**src/rtl/axi_full_burst_master.sv**
```systemverilog
// AXI4 full burst master: single INCR read/write bursts with an incrementing data pattern.
// Optional watchdog enabled by defining AXI_FULL_MASTER_TIMEOUT_EN.

module axi_full_burst_master #(
    parameter int C_M_AXI_ID_WIDTH   = 1,
    parameter int C_M_AXI_DATA_WIDTH = 32,
    parameter int C_M_AXI_ADDR_WIDTH = 6,
    parameter int TIMEOUT_CYCLES     = 256
) (
    input  logic                            M_AXI_ACLK,
    input  logic                            M_AXI_ARESETN,
    input  logic                            cmd_valid,
    output logic                            cmd_ready,
    input  logic                            cmd_write,
    input  logic [C_M_AXI_ADDR_WIDTH-1:0]   cmd_addr,
    input  logic [7:0]                      cmd_len,
    output logic                            done,
    output logic                            err_resp,
    output logic                            err_data,
    output logic                            err_last,
    output logic                            err_timeout,
    output logic [C_M_AXI_ID_WIDTH-1:0]     M_AXI_AWID,
    output logic [C_M_AXI_ADDR_WIDTH-1:0]   M_AXI_AWADDR,
    output logic [7:0]                      M_AXI_AWLEN,
    output logic [2:0]                      M_AXI_AWSIZE,
    output logic [1:0]                      M_AXI_AWBURST,
    output logic                            M_AXI_AWVALID,
    input  logic                            M_AXI_AWREADY,
    output logic [C_M_AXI_DATA_WIDTH-1:0]   M_AXI_WDATA,
    output logic [C_M_AXI_DATA_WIDTH/8-1:0] M_AXI_WSTRB,
    output logic                            M_AXI_WLAST,
    output logic                            M_AXI_WVALID,
    input  logic                            M_AXI_WREADY,
    input  logic [C_M_AXI_ID_WIDTH-1:0]     M_AXI_BID,
    input  logic [1:0]                      M_AXI_BRESP,
    input  logic                            M_AXI_BVALID,
    output logic                            M_AXI_BREADY,
    output logic [C_M_AXI_ID_WIDTH-1:0]     M_AXI_ARID,
    output logic [C_M_AXI_ADDR_WIDTH-1:0]   M_AXI_ARADDR,
    output logic [7:0]                      M_AXI_ARLEN,
    output logic [2:0]                      M_AXI_ARSIZE,
    output logic [1:0]                      M_AXI_ARBURST,
    output logic                            M_AXI_ARVALID,
    input  logic                            M_AXI_ARREADY,
    input  logic [C_M_AXI_ID_WIDTH-1:0]     M_AXI_RID,
    input  logic [C_M_AXI_DATA_WIDTH-1:0]   M_AXI_RDATA,
    input  logic [1:0]                      M_AXI_RRESP,
    input  logic                            M_AXI_RLAST,
    input  logic                            M_AXI_RVALID,
    output logic                            M_AXI_RREADY
);

    localparam int         PAT_W  = (C_M_AXI_DATA_WIDTH > 9) ? C_M_AXI_DATA_WIDTH : 9;
    localparam logic [2:0] AXSIZE = 3'($clog2(C_M_AXI_DATA_WIDTH / 8));

    typedef enum logic [2:0] {
        IDLE, WR_ADDR, WR_DATA, WR_RESP, RD_ADDR, RD_DATA, DONE
    } state_t;

    state_t                          state;
    logic [C_M_AXI_ADDR_WIDTH-1:0]   addr_q;
    logic [7:0]                      len_q;
    logic [8:0]                      beat_cnt;
    logic [8:0]                      len_ext;
    logic                            last_beat;
    logic [PAT_W-1:0]                pattern_ext;
    logic [C_M_AXI_DATA_WIDTH-1:0]   pattern;
    logic                            aw_hs, w_hs, b_hs, ar_hs, r_hs;
    logic                            unused_ok;

    // Pattern is computed wide enough to hold beat_cnt, then wraps to the data width.
    assign pattern_ext = PAT_W'(beat_cnt) + PAT_W'(1);
    assign pattern     = pattern_ext[C_M_AXI_DATA_WIDTH-1:0];
    assign len_ext     = {1'b0, len_q};
    assign last_beat   = (beat_cnt == len_ext);

    assign aw_hs = M_AXI_AWVALID && M_AXI_AWREADY;
    assign w_hs  = M_AXI_WVALID  && M_AXI_WREADY;
    assign b_hs  = M_AXI_BVALID  && M_AXI_BREADY;
    assign ar_hs = M_AXI_ARVALID && M_AXI_ARREADY;
    assign r_hs  = M_AXI_RVALID  && M_AXI_RREADY;

    assign cmd_ready     = (state == IDLE);
    assign M_AXI_AWID    = '0;
    assign M_AXI_AWADDR  = addr_q;
    assign M_AXI_AWLEN   = len_q;
    assign M_AXI_AWSIZE  = AXSIZE;
    assign M_AXI_AWBURST = 2'b01;
    assign M_AXI_ARID    = '0;
    assign M_AXI_ARADDR  = addr_q;
    assign M_AXI_ARLEN   = len_q;
    assign M_AXI_ARSIZE  = AXSIZE;
    assign M_AXI_ARBURST = 2'b01;
    assign M_AXI_WDATA   = pattern;
    assign M_AXI_WSTRB   = '1;
    assign M_AXI_WLAST   = M_AXI_WVALID && last_beat;

    assign unused_ok = ^{M_AXI_BID, M_AXI_RID, pattern_ext, TIMEOUT_CYCLES[0]};

`ifdef AXI_FULL_MASTER_TIMEOUT_EN
    localparam int WD_W = $clog2(TIMEOUT_CYCLES + 1);
    logic [WD_W-1:0] wd_cnt;
    logic            err_timeout_q;
    logic            hs_any;
    assign hs_any      = aw_hs || w_hs || b_hs || ar_hs || r_hs;
    assign err_timeout = err_timeout_q;
`else
    assign err_timeout = 1'b0;
`endif

    always_ff @(posedge M_AXI_ACLK or negedge M_AXI_ARESETN) begin
        if (!M_AXI_ARESETN) begin
            state         <= IDLE;
            addr_q        <= '0;
            len_q         <= '0;
            beat_cnt      <= '0;
            done          <= 1'b0;
            err_resp      <= 1'b0;
            err_data      <= 1'b0;
            err_last      <= 1'b0;
            M_AXI_AWVALID <= 1'b0;
            M_AXI_WVALID  <= 1'b0;
            M_AXI_BREADY  <= 1'b0;
            M_AXI_ARVALID <= 1'b0;
            M_AXI_RREADY  <= 1'b0;
`ifdef AXI_FULL_MASTER_TIMEOUT_EN
            wd_cnt        <= '0;
            err_timeout_q <= 1'b0;
`endif
        end else begin
            done <= 1'b0;
            case (state)
                IDLE: begin
                    if (cmd_valid) begin
                        addr_q   <= cmd_addr;
                        len_q    <= cmd_len;
                        beat_cnt <= '0;
                        err_resp <= 1'b0;
                        err_data <= 1'b0;
                        err_last <= 1'b0;
                        if (cmd_write) begin
                            state         <= WR_ADDR;
                            M_AXI_AWVALID <= 1'b1;
                        end else begin
                            state         <= RD_ADDR;
                            M_AXI_ARVALID <= 1'b1;
                        end
                    end
                end
                WR_ADDR: begin
                    if (aw_hs) begin
                        M_AXI_AWVALID <= 1'b0;
                        M_AXI_WVALID  <= 1'b1;
                        state         <= WR_DATA;
                    end
                end
                WR_DATA: begin
                    if (w_hs) begin
                        if (last_beat) begin
                            beat_cnt     <= '0;
                            M_AXI_WVALID <= 1'b0;
                            M_AXI_BREADY <= 1'b1;
                            state        <= WR_RESP;
                        end else begin
                            beat_cnt <= beat_cnt + 9'd1;
                        end
                    end
                end
                WR_RESP: begin
                    if (b_hs) begin
                        if (M_AXI_BRESP != 2'b00) err_resp <= 1'b1;
                        M_AXI_BREADY <= 1'b0;
                        done         <= 1'b1;
                        state        <= DONE;
                    end
                end
                RD_ADDR: begin
                    if (ar_hs) begin
                        M_AXI_ARVALID <= 1'b0;
                        M_AXI_RREADY  <= 1'b1;
                        state         <= RD_DATA;
                    end
                end
                RD_DATA: begin
                    if (r_hs) begin
                        if (M_AXI_RDATA != pattern) err_data <= 1'b1;
                        if (M_AXI_RRESP != 2'b00) err_resp <= 1'b1;
                        if ((M_AXI_RLAST && (beat_cnt < len_ext)) || (!M_AXI_RLAST && last_beat))
                            err_last <= 1'b1;
                        // A slave that never raises RLAST is cut off 256 beats past the request.
                        if (M_AXI_RLAST || (beat_cnt == len_ext + 9'd256)) begin
                            beat_cnt     <= '0;
                            M_AXI_RREADY <= 1'b0;
                            done         <= 1'b1;
                            state        <= DONE;
                        end else begin
                            beat_cnt <= beat_cnt + 9'd1;
                        end
                    end
                end
                DONE:    state <= IDLE;
                default: state <= IDLE;
            endcase
`ifdef AXI_FULL_MASTER_TIMEOUT_EN
            if (state == IDLE && cmd_valid) err_timeout_q <= 1'b0;
            // Watchdog overrides the normal transition when a channel stalls too long.
            if (state != IDLE && state != DONE) begin
                if (hs_any) begin
                    wd_cnt <= '0;
                end else if (wd_cnt == WD_W'(TIMEOUT_CYCLES - 1)) begin
                    wd_cnt        <= '0;
                    err_timeout_q <= 1'b1;
                    beat_cnt      <= '0;
                    M_AXI_AWVALID <= 1'b0;
                    M_AXI_WVALID  <= 1'b0;
                    M_AXI_BREADY  <= 1'b0;
                    M_AXI_ARVALID <= 1'b0;
                    M_AXI_RREADY  <= 1'b0;
                    done          <= 1'b1;
                    state         <= DONE;
                end else begin
                    wd_cnt <= wd_cnt + WD_W'(1);
                end
            end else begin
                wd_cnt <= '0;
            end
`endif
        end
    end

endmodule

```
**config.mk**
```make
export PLATFORM = sky130hd
export DESIGN_NAME = axi_full_burst_master
export DESIGN_NICKNAME = d
export VERILOG_FILES = /design/src/rtl/axi_full_burst_master.sv
export SDC_FILE = /design/constraint.sdc
export NUM_CORES = 1
export LEC_CHECK = 0
export BUFFER_PORTS_ARGS = -buffer_cell sky130_fd_sc_hd__buf_4
export CAP_MARGIN = 20
export CORE_ASPECT_RATIO = 1.25
export CORE_MARGIN = 3
export CORE_UTILIZATION = 42
export CTS_BUF_LIST = sky130_fd_sc_hd__clkbuf_2 sky130_fd_sc_hd__clkbuf_4 sky130_fd_sc_hd__clkbuf_8
export CTS_CLUSTER_DIAMETER = 50
export DETAILED_ROUTE_END_ITERATION = 8
export GPL_TIMING_DRIVEN = 0
export PLACE_DENSITY = 0.79
export SYNTH_ARGS = -nofsm -noshare
export SYNTH_HDL_FRONTEND = slang
export SYNTH_SLANG_ARGS = --single-unit
```
**constraint.sdc**
```tcl
create_clock -name M_AXI_ACLK -period 1.8 [get_ports M_AXI_ACLK]
set_input_delay 0.18 -clock M_AXI_ACLK [delete_from_list [all_inputs] [get_ports M_AXI_ACLK]]
set_output_delay 0.18 -clock M_AXI_ACLK [all_outputs]
set_load 0.02 [all_outputs]
```
==> results.txt, run 1 <==
----------------------------------------------------
[Status]
  Status ... finished with violations
  Violations in the final reports ... setup timing

[Finish]
  Ant. Diodes ... 0
  Area Growth Syn to Fin ... 53.7%
  Total area of sequential cells ... 887 µm²
  Post-layout util ... 0.686
  Number of cells in the finished layout apart from fillers ... 580
  Multi-input logic area ... 1660 µm²
  Filler Cell Count ... 517
  Share of cells above drive strength 1 ... 0.501
  Number of nets at the end of the flow ... 565

[Placement]
  Worst slack after detailed placement ... -0.379 ns
  Post-DP HPWL ... 5.89 mm
  # port buffers ... 108
  RD Place Congestion ... 0.817
  Total placed cells including tap cells ... 548

[STA]
  Final Cycle Share ... 1.13
  Hold violation total from the final report ... 0
  Min cycle time layout ... 2.03 ns
  Maximum frequency from static timing analysis ... 0.493 GHz
  Smallest setup slack after layout ... -0.228 ns
  RSZ-0062 raised after global routing ... true
  Clock skew after layout ... 0.00698 ns
  Number of failing setup endpoints in the final timing report ... 16
  Final-report max-slew violation count ... 0

[Power and ir drop]
  Power per Cell Area ... 1410 nW/µm²
  Switching pwr ... 2.63 mW
  Power share of the sequential group ... 0.229
  Leakage power ... 2.26 nW
  Worst vdd rail ir drop ... 0.000782 V
  Combinational share of power ... 0.653
  Power share of the clock group ... 0.118
  Switching power as a share of total power ... 0.431
  Power Internal ... 3.47 mW

[Clocking]
  Number of sinks on the clock net ... 35
  Clock-pin transition on the worst setup and hold timing paths ... 0.08 ns
  CTS Buffer Depth ... 2
  Clock latency on the worst-skew pair ... 0.29 ns
  Number of H-tree branching levels ... 2
  CTS Root Buffer Type ... clkbuf_8
  CTS tree ... done
  CTS Buf Count ... 5

[GRT]
  Largest net degree at the start of global routing ... 36
  Wire length of the first global-routing pass ... 12.6 mm
  Vias in the first global route ... 2721
  Total congestion overflow after global routing ... 0
  Global-route total usage across every layer ... 0.201
  Antenna violations before repair ... 0

[Synth]
  Synth Flop Type ... dfrtp_1
  Avg Synthesized Cell Area ... 8.88 µm²
  Cell area after synthesis ... 2820 µm²
  Flops & latches, synth ... 35
  Synth unique cells ... 63
  Synthesized netlist cell count ... 318
  Proportion of register bits with asynchronous set or reset after synthesis ... 1.00
  Sequential element share of the synthesized area ... 0.310
  Number of enable flip-flop cells after synthesis ... 0
  Number of warnings reported in the yosys synthesis log ... 0

[Critical path]
  Setup slack of the most critical reg-to-reg path ... -0.23 ns
  RR Endpoint ... state[0]$_DFFE_PN0P_
  Startpoint Class ... flop
  Highest net fanout along the worst path ... 5
  Count of cells along the worst register-to-register path ... 7
  Worst Path Class, Setup ... reg2reg
  Required time at the worst-slack endpoint ... 1.98 ns
  Sort of element at the end of the critical path ... flop
  Reg-to-reg startpoint ... beat_cnt[1]$_DFFE_PN0P_
  Arr. time, crit path ... 2.21 ns

[Die]
  I/O pin count ... 150
  Effective utilization at floorplan ... 0.446
  Placeable core area ... 6330 µm²
  Die Wd ... 79.3 µm
  Row count ... 32
  Area enclosed by the die boundary ... 7750 µm²
  Y dimension of the die ... 97.7 µm

[Hold path]
  Worst hold path endpoint ... M_AXI_ARLEN[7]$_DFFE_PN0P_
  Class of the most critical hold timing path ... in2reg
  Cell count of the worst hold path ... 3
  Hold wc startpoint ... cmd_len[7]

[Drt]
  Final WL ... 7.85 mm
  Total vias in the final route ... 2792
  Drt wl/cell ... 13.5 µm
  Router iterations before antenna repair ... 4
  Routed vias/inst ... 4.81
  1st-iter DRT viols ... 143
  DRC Markers ... 0
  Post-DRT Antenna Nets ... 0

[Flow run]
  Max-Cap Viols ... 0

----------------------------------------------------
## how the worst max path moves through the flow
stage | start | cells after the start | endpoint
6_report | beat_cnt[1]$_DFFE_PN0P_ | 7 | state[0]$_DFFE_PN0P_
5_1_grt | M_AXI_ARLEN[7]$_DFFE_PN0P_ | 8 | state[0]$_DFFE_PN0P_
4_1_cts | beat_cnt[1]$_DFFE_PN0P_ | 7 | state[0]$_DFFE_PN0P_
3_5_place_dp | beat_cnt[3]$_DFFE_PN0P_ | 7 | state[0]$_DFFE_PN0P_
3_3_place_gp | beat_cnt[3]$_DFFE_PN0P_ | 7 | state[0]$_DFFE_PN0P_
2_1_floorplan | beat_cnt[0]$_DFFE_PN0P_ | 8 | state[0]$_DFFE_PN0P_
## metal layers
metal  global-route usage  vias up  part of all wire
met5                    0        -                 0
met4               0.0675        0             0.018
met3               0.0445       14             0.075
met2                0.346      120              0.52
met1                0.244     1293              0.39
li1                     -     1365                 -
## cell usage in the layout (no fill, tap or decap), drive strengths merged, types with 2 or more instances in the layout
cell type / count
inv: 14
nor4: 8
conb: 39
or3b: 4
nand4: 6
a32o: 2
clkbuf: 10
xor2: 8
a31oi: 4
ha: 9
nor3: 6
mux2: 8
nor2: 19
o21ai: 20
o21a: 3
nand2b: 7
nor3b: 2
a21oi: 8
a22o: 4
xnor2: 6
nand2: 30
clkinv: 2
dfrtp: 35
xnor3: 3
nor2b: 3
a21o: 3
and3b: 3
nand3: 7
o211ai: 4
a21boi: 2
buf: 195
## state kept, by name, summed over array words and instances, names as in the netlist
name / flops
state: 3
err_last: 1
M_AXI_AWVALID: 1
err_data: 1
err_resp: 1
M_AXI_ARLEN: 8
done: 1
M_AXI_ARADDR: 6
beat_cnt: 9
M_AXI_ARVALID: 1
M_AXI_RREADY: 1
M_AXI_WVALID: 1
M_AXI_BREADY: 1
## final cells by class
| class | count | area share |
|---|---|---|
| buffer | 69 | 0.117 |
| clock buffer | 5 | 0.0159 |
| clock inverter | 3 | 0.0101 |
| inverter | 14 | 0.0121 |
| multi-input combinational | 237 | 0.382 |
| sequential | 35 | 0.204 |
| tap | 85 | 0.0245 |
| timing repair buffer | 132 | 0.234 |
## power groups by stage
stage / clock, mW / sequential [mW] / combinational [mW]
finish: 0.718 / 1.40 / 3.99
global route: 0.755 / 1.46 / 4.33
CTS: 0.723 / 1.39 / 3.92
detailed placement: 0 / 1.44 / 3.50
global placement: 0 / 1.43 / 3.43
floorplan: 0 / 1.66 / 2.07
## worst max-delay path, stage by stage, from the launching register on
cell and delay [ns]:
dfrtp_1 0.42, ha_1 0.29, nand4_1 0.19, o31ai_1 0.29, a32o_2 0.21, buf_6 0.14
nand3_2 0.08, mux2_4 0.30
## per-stage QoR
stage	power, mW	hold slack (ns)	TNS [ns]	cell area, µm²
2_1_floorplan	3.73	-0.116	-0.759	3010
3_3_place_gp	4.85	0.159	-2.42	3930
5_1_grt	6.54	0.0987	-4.35	4340
4_1_cts	6.03	0.0822	-2.32	4260
6_report	6.11	0.0855	-2.18	4340
3_5_place_dp	4.94	0.162	-2.98	3930
## cells in the mapped netlist (all sizes together) (2+ instances only)
master,number,area [µm²]
and3b,3,26.3
a21oi,8,40.0
a31oi,4,25.0
xnor2,6,52.6
nand2b,7,51.3
o211ai,4,35.0
o21ai,20,100
a32o,2,21.3
o21a,3,22.5
a21boi,2,15.0
clkbuf,4,16.3
nand3,7,52.6
nand4,6,37.5
xnor3,3,67.6
nor2,19,73.8
or3b,4,35.0
buf,65,482
a21o,3,22.5
nor3,6,41.3
dfrtp,35,876
inv,14,52.6
mux2,8,90.1
ha,9,113
a22o,4,35.0
xor2,8,70.1
conb,2,7.51
nand2,30,113
nor3b,2,15.0
nor2b,3,18.8
nor4,8,56.3
## cells by family after synthesis
logic type	Yosys count	synth area share
DFF	35	0.310
adders and majority gates	9	0.0399
and+or+nand+nor	99	0.194
xor gates and xnor gates	17	0.0673
buffers and inverters	83	0.195
other	2	0.00266
muxes	9	0.0354
AOI/OAI and AO/OA	64	0.156
## repair_timing
item	CTS	global route
cloned	1	0
setup buffers	17	7
pin swaps	15	2
endpoints found under the setup margin	21	32
resized for setup	20	13
hold endpoints to repair	35	0
hold buffers	1	0
(Power assumes the default switching activity.)
==> run 2, diff against run 1 <==
--- a/config.mk
+++ b/config.mk
@@ -15,6 +15,7 @@
 export DETAILED_ROUTE_END_ITERATION = 8
 export GPL_TIMING_DRIVEN = 0
 export PLACE_DENSITY = 0.79
+export RECOVER_POWER = 25
 export SYNTH_ARGS = -nofsm -noshare
 export SYNTH_HDL_FRONTEND = slang
 export SYNTH_SLANG_ARGS = --single-unit
==> constraint.sdc (replaced) <==
create_clock -name M_AXI_ACLK -period 1.8 [get_ports M_AXI_ACLK]
set_input_delay 0.27 -clock M_AXI_ACLK [delete_from_list [all_inputs] [get_ports M_AXI_ACLK]]
set_output_delay 0.27 -clock M_AXI_ACLK [all_outputs]
set_load 0.02 [all_outputs]
==> run 2 against run 1 <==
  * The run still ends with setup timing left
  * First-iteration DRC count decreased by 24%
  * Setup slack got worse by 0.034 ns
  * Final cell count increased by 0.52%
  * Die area unchanged
  * Wire length is 1.4% lower
  * Sequential power about the same
  * Largest cell class unchanged
==> results.txt, run 2 (synthesized netlist as in run 1, its figures left out) <==
----------------------------------------------------
[Die]
  Placeable core area ... 6330 µm²
  Area enclosed by the die boundary ... 7750 µm²
  Row count ... 32
  I/O pin count ... 150
  Y dimension of the die ... 97.7 µm
  Effective utilization at floorplan ... 0.446
  Die Wd ... 79.3 µm

[GRT]
  Vias in the first global route ... 2744
  Largest net degree at the start of global routing ... 36
  Antenna violations before repair ... 0
  Wire length of the first global-routing pass ... 12.6 mm
  Total congestion overflow after global routing ... 0
  Global-route total usage across every layer ... 0.199

[Critical path]
  Cell-by-cell listing of the critical path ... inv_2 > ha_4 > nand4_1 > nor2_2 > and3b_1 > buf_6
  Worst Path Class, Setup ... reg2out
  Count of cells along the worst register-to-register path ... 8
  Critical-path top delay cell ... dfrtp_2
  Sort of element at the end of the critical path ... primary output
  Reg-to-reg startpoint ... beat_cnt[0]$_DFFE_PN0P_
  Highest net fanout along the worst path ... 7
  RR Endpoint ... state[0]$_DFFE_PN0P_
  Arr. time, crit path ... 1.79 ns
  Worst stage delay on the critical path ... 0.46 ns
  Startpoint Class ... flop
  Required time at the worst-slack endpoint ... 1.53 ns
  Setup slack of the most critical reg-to-reg path ... -0.25 ns

[Power and ir drop]
  Worst vdd rail ir drop ... 0.000778 V
  Leakage power ... 2.28 nW
  Power per Cell Area ... 1380 nW/µm²
  Total power draw ... 6.04 mW

[Clocking]
  CTS Buffer Depth ... 2
  Number of sinks on the clock net ... 35
  Number of H-tree branching levels ... 2
  CTS Buf Count ... 5
  Clock latency on the worst-skew pair ... 0.29 ns
  Clock-pin transition on the worst setup and hold timing paths ... 0.07 ns
  CTS Root Buffer Type ... clkbuf_8
  CTS tree ... done

[Drt]
  1st-iter DRT viols ... 109
  Final WL ... 7.74 mm
  DRC Markers ... 0
  Wire length on met3 ... 703 µm
  Wire length on met2 ... 4.06 mm
  Highest metal layer used by the detailed router ... met4
  Router iterations before antenna repair ... 4
  Total vias in the final route ... 2829
  Post-DRT Antenna Nets ... 0
  Routed vias/inst ... 4.85
  Wire length on met1 ... 2.87 mm
  Drt wl/cell ... 13.3 µm

[Flow run]
  Max-Cap Viols ... 0

[Hold path]
  Hold wc startpoint ... cmd_len[7]
  Worst hold path endpoint ... M_AXI_ARLEN[7]$_DFFE_PN0P_
  Class of the most critical hold timing path ... in2reg
  Cell count of the worst hold path ... 3

[Finish]
  Finished layout cell area ... 4360 µm²
  Reg with most FFs ... beat_cnt
  Max reg flops ... 9
  Most frequent cells in the layout ... 180 x buf_4, 39 x conb_1, 30 x nand2_1
  Area Growth Syn to Fin ... 54.5%
  Number of nets at the end of the flow ... 568
  Share of cells above drive strength 1 ... 0.502
  Ant. Diodes ... 0
  Most frequent standard cell in the layout excluding fill and tap cells ... buf_4

[STA]
  Final-report max-slew violation count ... 0
  Min cycle time layout ... 2.06 ns
  Number of failing setup endpoints in the final timing report ... 20
  RSZ-0062 raised after global routing ... true
  Maximum frequency from static timing analysis ... 0.485 GHz
  Clock skew after layout ... 0.00629 ns
  Final Cycle Share ... 1.15
  Measured slew at the worst slew-check pin ... 0.884 ns
  Total negative setup slack ... -2.97 ns
  Smallest setup slack after layout ... -0.262 ns
  Hold violation total from the final report ... 0
  Headroom to the max-slew limit ... 0.410

[Status]
  Status ... finished with violations
  Violations in the final reports ... setup timing

[Placement]
  Post-DP HPWL ... 5.89 mm
  # port buffers ... 108
  RD Place Congestion ... 0.817
  Placed instance area ... 3930 µm²

----------------------------------------------------
-- run 2: report_power, final --
part / internal [mW] / switching, mW
clock network: 0.412 / 0.298
registers: 1.12 / 0.290
logic: 1.91 / 2.01
-- run 2: area by class of cell --
type / count / area [µm²]
Inverter: 14 / 52.6
Clock buffer: 5 / 68.8
Fill cell: 503 / 1960
Buffer: 69 / 508
Multi-Input combinational cell: 237 / 1660
Clock inverter: 3 / 43.8
Sequential cell: 35 / 887
Tap cell: 85 / 106
Timing Repair Buffer: 135 / 1040
-- run 2: stage by stage --
stage	hold WS (ns)	util	instances	setup slack (ns)
floorplan	-0.0256	-	355	-0.176
global placement	0.249	0.621	548	-0.333
detailed placement	0.252	0.621	548	-0.379
CTS	0.172	0.681	580	-0.252
global route	0.189	0.690	583	-0.366
finish	0.179	0.690	583	-0.262
-- run 2: worst max-delay path, delay by kind of cell (launching register included) --
kind	cells	cell delay, ns
flip-flops	1	0.46
adder cells (fa/ha/maj)	1	0.25
AND/OR/NAND/NOR	3	0.58
buffers and inverters	2	0.20
-- run 2: what timing repair did --
item	4_1_cts	5_1_grt
pin swaps	17	3
endpoints found under the hold margin	35	0
resized for setup	22	10
buffers inserted	23	4
endpoints found under the setup margin	21	32
gates cloned	1	0
hold buffers	1	0
-- run 2: routing by layer --
| metal | global-route usage | vias to the layer above |
|---|---|---|
| met4 | 0.0476 | 0 |
| met1 | 0.238 | 1291 |
| met5 | 0 | - |
| li1 | - | 1374 |
| met3 | 0.0408 | 18 |
| met2 | 0.359 | 146 |
-- run 2: worst max-delay path by stage --
| stage | start | end | slack, ns | depth (start not counted) |
|---|---|---|---|---|
| after floorplan | beat_cnt[0]$_DFFE_PN0P_ | state[0]$_DFFE_PN0P_ | -0.18 | 8 |
| after global placement | beat_cnt[3]$_DFFE_PN0P_ | state[0]$_DFFE_PN0P_ | -0.33 | 7 |
| after detailed placement | beat_cnt[3]$_DFFE_PN0P_ | state[0]$_DFFE_PN0P_ | -0.38 | 7 |
| after CTS | beat_cnt[0]$_DFFE_PN0P_ | M_AXI_WDATA[8] | -0.25 | 5 |
| after global routing | M_AXI_ARLEN[7]$_DFFE_PN0P_ | M_AXI_WLAST | -0.37 | 6 |
| final | beat_cnt[0]$_DFFE_PN0P_ | M_AXI_WLAST | -0.26 | 6 |
